<file path="config.mk">
export PLATFORM = sky130hd
export DESIGN_NAME = muldiv_seq_flat
export DESIGN_NICKNAME = d
export VERILOG_FILES = /design/src/rtl/muldiv_seq_pkg.sv /design/src/rtl/muldiv_seq_if.sv /design/src/rtl/muldiv_seq_div_core.sv /design/src/rtl/muldiv_seq.sv /design/src/flat_wrapper.sv
export SDC_FILE = /design/constraint.sdc
export NUM_CORES = 2
export LEC_CHECK = 0
export CAP_MARGIN = 20
export CORE_UTILIZATION = 60
export DETAILED_ROUTE_END_ITERATION = 8
export PLACE_DENSITY = 0.77
export SYNTH_ARGS = -nofsm -noshare
export SYNTH_HDL_FRONTEND = slang
export SYNTH_HIERARCHICAL = 1
export SYNTH_SLANG_ARGS = --single-unit
export TNS_END_PERCENT = 1
</file>
<file path="constraint.sdc">
create_clock -name clk -period 24 [get_ports clk]
set_clock_uncertainty 0.2 [all_clocks]
set_input_delay 2.4 -clock clk [delete_from_list [all_inputs] [get_ports clk]]
set_output_delay 2.4 -clock clk [all_outputs]
set_load 0.02 [all_outputs]
</file>
<file path="src/rtl/muldiv_seq_pkg.sv">
`default_nettype none
// ============================================================================
// Module      : muldiv_seq_pkg
// Description : Shared ALU op-code encoding, FSM state codes and op-class
//               helpers for the multi-cycle RV32M sequencer. The same
//               package provides the alu_ctr encoding for the main ALU.
// Revision    : 1.0 - initial release
// ============================================================================
package muldiv_seq_pkg;

    localparam int ALUCTR_W = 5;

    // ALU op-code encoding; the M-extension occupies 5'b01010..5'b10001
    localparam logic [ALUCTR_W-1:0] ALU_ADD    = 5'b00000;
    localparam logic [ALUCTR_W-1:0] ALU_SUB    = 5'b00001;
    localparam logic [ALUCTR_W-1:0] ALU_SLL    = 5'b00010;
    localparam logic [ALUCTR_W-1:0] ALU_SLT    = 5'b00011;
    localparam logic [ALUCTR_W-1:0] ALU_SLTU   = 5'b00100;
    localparam logic [ALUCTR_W-1:0] ALU_XOR    = 5'b00101;
    localparam logic [ALUCTR_W-1:0] ALU_SRL    = 5'b00110;
    localparam logic [ALUCTR_W-1:0] ALU_SRA    = 5'b00111;
    localparam logic [ALUCTR_W-1:0] ALU_OR     = 5'b01000;
    localparam logic [ALUCTR_W-1:0] ALU_AND    = 5'b01001;
    localparam logic [ALUCTR_W-1:0] ALU_MUL    = 5'b01010;
    localparam logic [ALUCTR_W-1:0] ALU_MULH   = 5'b01011;
    localparam logic [ALUCTR_W-1:0] ALU_MULHSU = 5'b01100;
    localparam logic [ALUCTR_W-1:0] ALU_MULHU  = 5'b01101;
    localparam logic [ALUCTR_W-1:0] ALU_DIV    = 5'b01110;
    localparam logic [ALUCTR_W-1:0] ALU_DIVU   = 5'b01111;
    localparam logic [ALUCTR_W-1:0] ALU_REM    = 5'b10000;
    localparam logic [ALUCTR_W-1:0] ALU_REMU   = 5'b10001;

    // Sequencer state codes
    localparam logic [2:0] ST_IDLE = 3'd0;
    localparam logic [2:0] ST_MUL  = 3'd1;
    localparam logic [2:0] ST_DIV  = 3'd2;
    localparam logic [2:0] ST_FIX  = 3'd3;
    localparam logic [2:0] ST_DONE = 3'd4;

    function automatic logic is_div(input logic [ALUCTR_W-1:0] ctr);
        return (ctr >= ALU_DIV) && (ctr <= ALU_REMU);
    endfunction

    function automatic logic is_sdiv(input logic [ALUCTR_W-1:0] ctr);
        return (ctr == ALU_DIV) || (ctr == ALU_REM);
    endfunction

    function automatic logic is_rem(input logic [ALUCTR_W-1:0] ctr);
        return (ctr == ALU_REM) || (ctr == ALU_REMU);
    endfunction

endpackage
`default_nettype wire

</file>
<file path="src/rtl/muldiv_seq_if.sv">
`default_nettype none
// ============================================================================
// Module      : muldiv_seq_if
// Description : Request/response bundle between the EX stage (master) and
//               the multiply/divide sequencer (slave).
//               in_*  : op request (valid/ready, ctr, op1, op2, rd tag)
//               out_* : result (valid/ready, data, rd tag); busy = not idle
// Revision    : 1.0 - initial release
// ============================================================================
interface muldiv_seq_if #(
    parameter int ALUCTR_WIDTH = 5,
    parameter int DATA_WIDTH   = 32,
    parameter int TAG_WIDTH    = 5
);
    logic                    in_valid;
    logic                    in_ready;
    logic [ALUCTR_WIDTH-1:0] in_ctr;
    logic [DATA_WIDTH-1:0]   in_op1;
    logic [DATA_WIDTH-1:0]   in_op2;
    logic [TAG_WIDTH-1:0]    in_rd;
    logic                    out_valid;
    logic                    out_ready;
    logic [DATA_WIDTH-1:0]   out_data;
    logic [TAG_WIDTH-1:0]    out_rd;
    logic                    busy;

    modport master (
        output in_valid, in_ctr, in_op1, in_op2, in_rd, out_ready,
        input  in_ready, out_valid, out_data, out_rd, busy
    );

    modport slave (
        input  in_valid, in_ctr, in_op1, in_op2, in_rd, out_ready,
        output in_ready, out_valid, out_data, out_rd, busy
    );
endinterface
`default_nettype wire

</file>
<file path="src/rtl/muldiv_seq_div_core.sv">
`default_nettype none
// ============================================================================
// Module      : div_core
// Description : Unsigned radix-2 restoring divider, one quotient bit per
//               step. start loads operands; DATA_WIDTH steps follow.
//   clk, rst_n           : clock, async active-low reset
//   start, step          : load operands / perform one iteration
//   dividend, divisor    : unsigned operands sampled on start
//   quotient, remainder  : running (final after last) results
//   last                 : current step is the final iteration
// Revision    : 1.0 - initial release
// ============================================================================
module div_core #(
    parameter int DATA_WIDTH = 32
) (
    input  wire logic                  clk,
    input  wire logic                  rst_n,
    input  wire logic                  start,
    input  wire logic                  step,
    input  wire logic [DATA_WIDTH-1:0] dividend,
    input  wire logic [DATA_WIDTH-1:0] divisor,
    output logic      [DATA_WIDTH-1:0] quotient,
    output logic      [DATA_WIDTH-1:0] remainder,
    output logic                       last
);
    localparam int                CNT_W   = $clog2(DATA_WIDTH);
    localparam logic [CNT_W-1:0] CNT_MAX = CNT_W'(DATA_WIDTH - 1);

    logic [DATA_WIDTH-1:0] quo_q, rem_q, dsr_q;
    logic [CNT_W-1:0]      cnt_q;
    logic [DATA_WIDTH:0]   w_trial;
    logic                  w_fits;

    // Partial remainder shifted left with the next dividend bit; top bit
    // of the difference is the borrow (divisor did not fit).
    assign w_trial = {rem_q, quo_q[DATA_WIDTH-1]} - {1'b0, dsr_q};
    assign w_fits  = ~w_trial[DATA_WIDTH];

    always_ff @(posedge clk or negedge rst_n) begin
        if (!rst_n) begin
            quo_q <= '0;
            rem_q <= '0;
            dsr_q <= '0;
            cnt_q <= '0;
        end else if (start) begin
            quo_q <= dividend;
            rem_q <= '0;
            dsr_q <= divisor;
            cnt_q <= CNT_MAX;
        end else if (step) begin
            if (w_fits) begin
                rem_q <= w_trial[DATA_WIDTH-1:0];
            end else begin
                rem_q <= {rem_q[DATA_WIDTH-2:0], quo_q[DATA_WIDTH-1]};
            end
            // Dividend bits shift out the top while quotient bits fill in
            quo_q <= {quo_q[DATA_WIDTH-2:0], w_fits};
            cnt_q <= cnt_q - CNT_W'(1);
        end
    end

    assign quotient  = quo_q;
    assign remainder = rem_q;
    assign last      = step && (cnt_q == '0);
endmodule
`default_nettype wire

</file>
<file path="src/rtl/muldiv_seq.sv">
`default_nettype none
// ============================================================================
// Module      : muldiv_seq
// Description : Multi-cycle RV32M sequencer beside the EX-stage ALU.
//               MUL-class: one registered stage. DIV/REM: iterative divider
//               followed by a sign-fix cycle. RISC-V divide-by-zero and
//               signed overflow resolve at accept.
//   clk, rst_n : clock, async active-low reset
//   flush      : drop any in-flight op, return to IDLE
//   bus        : request/response bundle (slave side)
// Revision    : 1.0 - initial release
// ============================================================================
module muldiv_seq
    import muldiv_seq_pkg::*;
#(
    parameter int ALUCTR_WIDTH = 5,
    parameter int DATA_WIDTH   = 32,
    parameter int TAG_WIDTH    = 5
) (
    input  wire logic   clk,
    input  wire logic   rst_n,
    input  wire logic   flush,
    muldiv_seq_if.slave bus
);
    localparam logic [DATA_WIDTH-1:0] C_MIN = {1'b1, {(DATA_WIDTH-1){1'b0}}};

    logic [2:0]              state_q, state_d;
    logic [DATA_WIDTH-1:0]   out_data_q, out_data_d;
    logic [ALUCTR_WIDTH-1:0] ctr_q;
    logic [DATA_WIDTH-1:0]   op1_q, op2_q;
    logic [TAG_WIDTH-1:0]    rd_q;

    logic                    w_accept, w_div_start, w_div_last;
    logic                    w_in_sdiv, w_in_rem, w_special;
    logic [DATA_WIDTH-1:0]   w_special_res, w_dividend, w_divisor;
    logic [DATA_WIDTH-1:0]   w_quo, w_rem, w_fix_res, w_mul_res;
    logic                    w_sx1, w_sx2, w_q_neg, w_r_neg;
    logic [2*DATA_WIDTH-1:0] w_prod;

    assign w_accept = bus.in_valid && (state_q == ST_IDLE) && !flush;

    // ---- request-side decode (only meaningful in IDLE) --------------------
    assign w_in_sdiv = is_sdiv(bus.in_ctr);
    assign w_in_rem  = is_rem(bus.in_ctr);
    assign w_special = (bus.in_op2 == '0) ||
                       (w_in_sdiv && bus.in_op1 == C_MIN && bus.in_op2 == '1);
    // Zero divisor: quotient all ones, remainder = dividend.
    // Signed overflow: quotient = dividend (MIN), remainder 0.
    assign w_special_res = (bus.in_op2 == '0) ? (w_in_rem ? bus.in_op1 : '1)
                                              : (w_in_rem ? '0 : bus.in_op1);

    // Magnitudes for the unsigned core; -MIN wraps to MIN, which is the
    // correct unsigned magnitude.
    assign w_dividend = (w_in_sdiv && bus.in_op1[DATA_WIDTH-1]) ? -bus.in_op1 : bus.in_op1;
    assign w_divisor  = (w_in_sdiv && bus.in_op2[DATA_WIDTH-1]) ? -bus.in_op2 : bus.in_op2;

    div_core #(.DATA_WIDTH(DATA_WIDTH)) u_div_core (
        .clk       (clk),
        .rst_n     (rst_n),
        .start     (w_div_start),
        .step      (state_q == ST_DIV),
        .dividend  (w_dividend),
        .divisor   (w_divisor),
        .quotient  (w_quo),
        .remainder (w_rem),
        .last      (w_div_last)
    );

    // ---- multiply: operands extended to full product width ----------------
    assign w_sx1  = op1_q[DATA_WIDTH-1] && (ctr_q == ALU_MULH || ctr_q == ALU_MULHSU);
    assign w_sx2  = op2_q[DATA_WIDTH-1] && (ctr_q == ALU_MULH);
    assign w_prod = {{DATA_WIDTH{w_sx1}}, op1_q} * {{DATA_WIDTH{w_sx2}}, op2_q};

    always_comb begin
        case (ctr_q)
            ALU_MUL:                       w_mul_res = w_prod[DATA_WIDTH-1:0];
            ALU_MULH, ALU_MULHSU, ALU_MULHU: w_mul_res = w_prod[2*DATA_WIDTH-1:DATA_WIDTH];
            default:                       w_mul_res = '0;   // non-M op codes
        endcase
    end

    // ---- divide sign fix ---------------------------------------------------
    assign w_q_neg   = is_sdiv(ctr_q) && (op1_q[DATA_WIDTH-1] ^ op2_q[DATA_WIDTH-1]);
    assign w_r_neg   = is_sdiv(ctr_q) && op1_q[DATA_WIDTH-1];
    assign w_fix_res = is_rem(ctr_q) ? (w_r_neg ? -w_rem : w_rem)
                                     : (w_q_neg ? -w_quo : w_quo);

    // ---- sequencer ---------------------------------------------------------
    always_comb begin
        state_d     = state_q;
        out_data_d  = out_data_q;
        w_div_start = 1'b0;
        case (state_q)
            ST_IDLE: begin
                if (w_accept) begin
                    if (is_div(bus.in_ctr)) begin
                        if (w_special) begin
                            state_d    = ST_DONE;
                            out_data_d = w_special_res;
                        end else begin
                            state_d     = ST_DIV;
                            w_div_start = 1'b1;
                        end
                    end else begin
                        state_d = ST_MUL;
                    end
                end
            end
            ST_MUL: begin
                out_data_d = w_mul_res;
                state_d    = ST_DONE;
            end
            ST_DIV: begin
                if (w_div_last) state_d = ST_FIX;
            end
            ST_FIX: begin
                out_data_d = w_fix_res;
                state_d    = ST_DONE;
            end
            ST_DONE: begin
                if (bus.out_ready) state_d = ST_IDLE;
            end
            default: state_d = ST_IDLE;
        endcase
        if (flush) begin
            state_d    = ST_IDLE;
            out_data_d = out_data_q;
        end
    end

    always_ff @(posedge clk or negedge rst_n) begin
        if (!rst_n) begin
            state_q    <= ST_IDLE;
            out_data_q <= '0;
            ctr_q      <= '0;
            op1_q      <= '0;
            op2_q      <= '0;
            rd_q       <= '0;
        end else begin
            state_q    <= state_d;
            out_data_q <= out_data_d;
            if (w_accept) begin
                ctr_q <= bus.in_ctr;
                op1_q <= bus.in_op1;
                op2_q <= bus.in_op2;
                rd_q  <= bus.in_rd;
            end
        end
    end

    assign bus.in_ready  = (state_q == ST_IDLE);
    assign bus.out_valid = (state_q == ST_DONE);
    assign bus.out_data  = out_data_q;
    assign bus.out_rd    = rd_q;
    assign bus.busy      = (state_q != ST_IDLE);
endmodule
`default_nettype wire

</file>
<file path="src/flat_wrapper.sv">
// flat-port wrapper written by rule: the top's interface ports become plain ports
module muldiv_seq_flat import muldiv_seq_pkg::*;
#(
    parameter int ALUCTR_WIDTH = 5,
    parameter int DATA_WIDTH   = 32,
    parameter int TAG_WIDTH    = 5
)
  (clk, rst_n, flush, bus_in_valid, bus_in_ctr, bus_in_op1, bus_in_op2, bus_in_rd, bus_out_ready, bus_in_ready, bus_out_valid, bus_out_data, bus_out_rd, bus_busy);
  muldiv_seq_if #(.ALUCTR_WIDTH(ALUCTR_WIDTH), .DATA_WIDTH(DATA_WIDTH), .TAG_WIDTH(TAG_WIDTH)) bus_i ();
  input  wire logic clk;
  input  wire logic rst_n;
  input  wire logic flush;
  input wire logic [$bits(bus_i.in_valid)-1:0] bus_in_valid;
  input wire logic [$bits(bus_i.in_ctr)-1:0] bus_in_ctr;
  input wire logic [$bits(bus_i.in_op1)-1:0] bus_in_op1;
  input wire logic [$bits(bus_i.in_op2)-1:0] bus_in_op2;
  input wire logic [$bits(bus_i.in_rd)-1:0] bus_in_rd;
  input wire logic [$bits(bus_i.out_ready)-1:0] bus_out_ready;
  output wire logic [$bits(bus_i.in_ready)-1:0] bus_in_ready;
  output wire logic [$bits(bus_i.out_valid)-1:0] bus_out_valid;
  output wire logic [$bits(bus_i.out_data)-1:0] bus_out_data;
  output wire logic [$bits(bus_i.out_rd)-1:0] bus_out_rd;
  output wire logic [$bits(bus_i.busy)-1:0] bus_busy;
  assign bus_i.in_valid = bus_in_valid;
  assign bus_i.in_ctr = bus_in_ctr;
  assign bus_i.in_op1 = bus_in_op1;
  assign bus_i.in_op2 = bus_in_op2;
  assign bus_i.in_rd = bus_in_rd;
  assign bus_i.out_ready = bus_out_ready;
  assign bus_in_ready = bus_i.in_ready;
  assign bus_out_valid = bus_i.out_valid;
  assign bus_out_data = bus_i.out_data;
  assign bus_out_rd = bus_i.out_rd;
  assign bus_busy = bus_i.busy;
  muldiv_seq #(.ALUCTR_WIDTH(ALUCTR_WIDTH), .DATA_WIDTH(DATA_WIDTH), .TAG_WIDTH(TAG_WIDTH)) u_core (.clk(clk), .rst_n(rst_n), .flush(flush), .bus(bus_i));
endmodule
</file>
==> metrics <==
syn avg cell area=8.79 um^2; post-CTS setup buffer count=0; share of layout cells above drive strength 1=4.70%; die area=89,600 um^2; RePlAce Congestion=1.00; cts bufs inserted=25; flop2flop setup slack=13.66 ns; commonest non-fill, non-tap cell in the layout=inv_1; Final ANT Viol Nets=0; total grt overflow=0; Net Count, Synth=7,492; Syn-to-layout area delta=5.49%; period utilization=43.1%; CP bufs+invs=8; fraction of the mapped netlist area in adder cells=48.5%; EDFF count, synth=0; Post-Syn Area=53,000 um^2; Tmin final=10.34 ns; CTS root buf=clkbuf_16; reg-to-reg startpoint=u_core/ctr_q[2]$_DFFE_PN0P_; Vias=42,300; WS Path Type=flop to flop; run status=complete, no violations; row cnt=108; worst skew pair latency=0.54 ns; CP max stage delay=0.92 ns; Synth cell types=104; I/O pins=119; Die Y=299 um; CTS tree=yes; WP data required=24.19 ns; initial antenna violation count=8; Initial Util=60.8%; main flop type after synthesis=dfrtp_1; drt pass-1 iters=6; HP Class=flop to flop; setup TNS=0 ns; fin nets=7,381; Hold Path Origin=u_core/bus.out_data[13]$_DFFE_PN0P_; RSZ-0062 raised after global routing=no; Port Buffers=118; most frequent cells in the layout=inv_1 (1,251), fa_1 (1,126), nand2_1 (977); CP top delay family=adder cells; vias in the first global route=45,100; Die X=299 um; # DRC=0; Final Hold Vio Count=0; peak fanout along the critical path=31; drt via density=5.95; core box area=87,200 um^2; slew margin rel.=26.3%; dpl hpwl=120 mm; Hold Path Depth=2; Hold-fix buffers, CTS=0; DRT iter0 DRCs=3,922; sequential-to-total area share from yosys stat=9.91%; Post-Synth Simple-Gate Area=15.9%; mux cell area share after synthesis=2.14%; Total Routed Length=151 mm; register bit total from synthesis=210; Slowest-stage cell, CP=a2111oi_1; Final setup viols=0; worst slew pin tran=1.10 ns; Worst path depth=28; CTS resizes=0; CP Launch Type=flop; Synth Area in XOR/XNOR=3.39%; cell mode on critical path=fa_1; Reg-to-Reg End=u_core/bus.out_data[23]$_DFFE_PN0P_; Compound-Gate Fraction of Synth Area=8.75%; gr usage total=35.2%; Clock Path Buffers=3; main combinational cell family by area after synthesis=adder cells; htree depth=1; largest net degree at the start of global routing=94; CP Capture Type=flop; Mapped Cells=6,035; Slew Limit Fails=0; CTS Sinks=210; first-pass GRT wire length=246 mm; Async SR Flop Fraction=100%; worst hold path endpoint=u_core/bus.out_data[13]$_DFFE_PN0P_; R2R depth=28; worst path arrival time=10.53 ns; max_cap viols=0; DR WL/cell=21.2 um; YS warnings=6; clock-pin slew on the worst setup and hold paths=0.06 ns; max frequency=96.7 MHz
[cells by family (layout without fill, tap and decap cells)]
kind of cell,Yosys count,after routing
other,0,1
XOR/XNOR,203,203
adder cells (fa/ha/maj),1378,1378
buffers and inverters,1592,1499
multiplexers,105,105
AND/OR/NAND/NOR,1813,1813
AO/OA/AOI/OAI,734,734
flip-flops,210,210
[flip-flops by register name, summed over array words and instances, names as in the netlist]
name	count
u_core/bus.out_data	32
u_core/bus.out_rd	5
u_core/ctr_q	5
u_core/op1_q	32
u_core/op2_q	32
u_core/state_q	3
u_core/u_div_core/cnt_q	5
u_core/u_div_core/dsr_q	32
u_core/u_div_core/quotient	32
u_core/u_div_core/remainder	32
[worst max-delay path by stage]
stage                                                      to  slack, ns                   startpoint
final                     u_core/bus.out_data[23]$_DFFE_PN0P_      13.66  u_core/ctr_q[2]$_DFFE_PN0P_
after detailed placement  u_core/bus.out_data[23]$_DFFE_PN0P_      13.82  u_core/ctr_q[2]$_DFFE_PN0P_
after CTS                 u_core/bus.out_data[23]$_DFFE_PN0P_      13.77  u_core/ctr_q[2]$_DFFE_PN0P_
after global placement    u_core/bus.out_data[23]$_DFFE_PN0P_      14.11  u_core/ctr_q[2]$_DFFE_PN0P_
after global routing      u_core/bus.out_data[23]$_DFFE_PN0P_      13.12  u_core/ctr_q[2]$_DFFE_PN0P_
after floorplan           u_core/bus.out_data[31]$_DFFE_PN0P_      15.09  u_core/ctr_q[1]$_DFFE_PN0P_
[layer usage]
metal  GRT usage, %  vias to the layer above  share of wire, %
li1               -                    18200                 -
met5              0                        -             0.031
met1           45.9                    21700                39
met4           14.6                       10               4.8
met3           7.29                      394               9.5
met2           57.4                     2001                47
[cell usage after synthesis, drive strengths merged (8+ instances only)]
master	number	share of area [%]
dfrtp	210	9.9
and3	13	0.16
or2	23	0.28
nor2b	18	0.21
o211ai	18	0.25
nand3	62	0.61
o21a	19	0.27
o2111ai	8	0.13
o21ai	237	2.3
mux2	68	1.4
o22ai	27	0.33
nand2	977	6.9
or4	13	0.19
nand2b	21	0.25
a21o	37	0.52
nor4	21	0.33
buf	37	0.41
a211oi	25	0.42
a311oi	28	0.47
nand4	38	0.46
a31oi	22	0.26
inv	1252	8.9
a221oi	8	0.14
o31ai	22	0.31
mux2i	37	0.70
fa	1126	43
clkbuf	302	2.1
xor2	92	1.5
ha	252	5.9
xnor2	110	1.8
a21oi	201	1.9
and2	303	3.6
nor3	48	0.50
o41ai	11	0.21
or3	24	0.30
nor2	214	1.5
[through the flow]
stage | cell area (um^2) | std cells | utilization, % | hold WS (ns) | setup slack (ns)
2_1_floorplan | 53000 | 6035 | - | 0.285 | 15.09
3_3_place_gp | 55000 | 7051 | 63.1 | 0.266 | 14.11
3_5_place_dp | 55000 | 7051 | 63.1 | 0.271 | 13.82
4_1_cts | 55900 | 7096 | 64.1 | 0.285 | 13.77
5_1_grt | 55900 | 7098 | 64.2 | 0.318 | 13.12
6_report | 55900 | 7098 | 64.2 | 0.278 | 13.66
[worst min-delay path: cells and delay by family, from the launching register on]
kind	cells	cell delay (ns)
AOI/OAI and AO/OA	1	0.06
and+or+nand+nor	1	0.05
DFF	1	0.34
[layout make-up]
cell class                 count  area, um^2
timing repair buffer         201        1830
tap                         1155        1450
fill                        7188       31200
clock buffer                  32         702
inverter                    1253        4700
antenna                        1        2.50
clock inverter                13         225
multi-input combinational   4233       41800
sequential                   210        5270
Power is left out: the tool's default activity adds up to more than one toggle a clock period on the data nets, which glitch-free logic cannot reach.
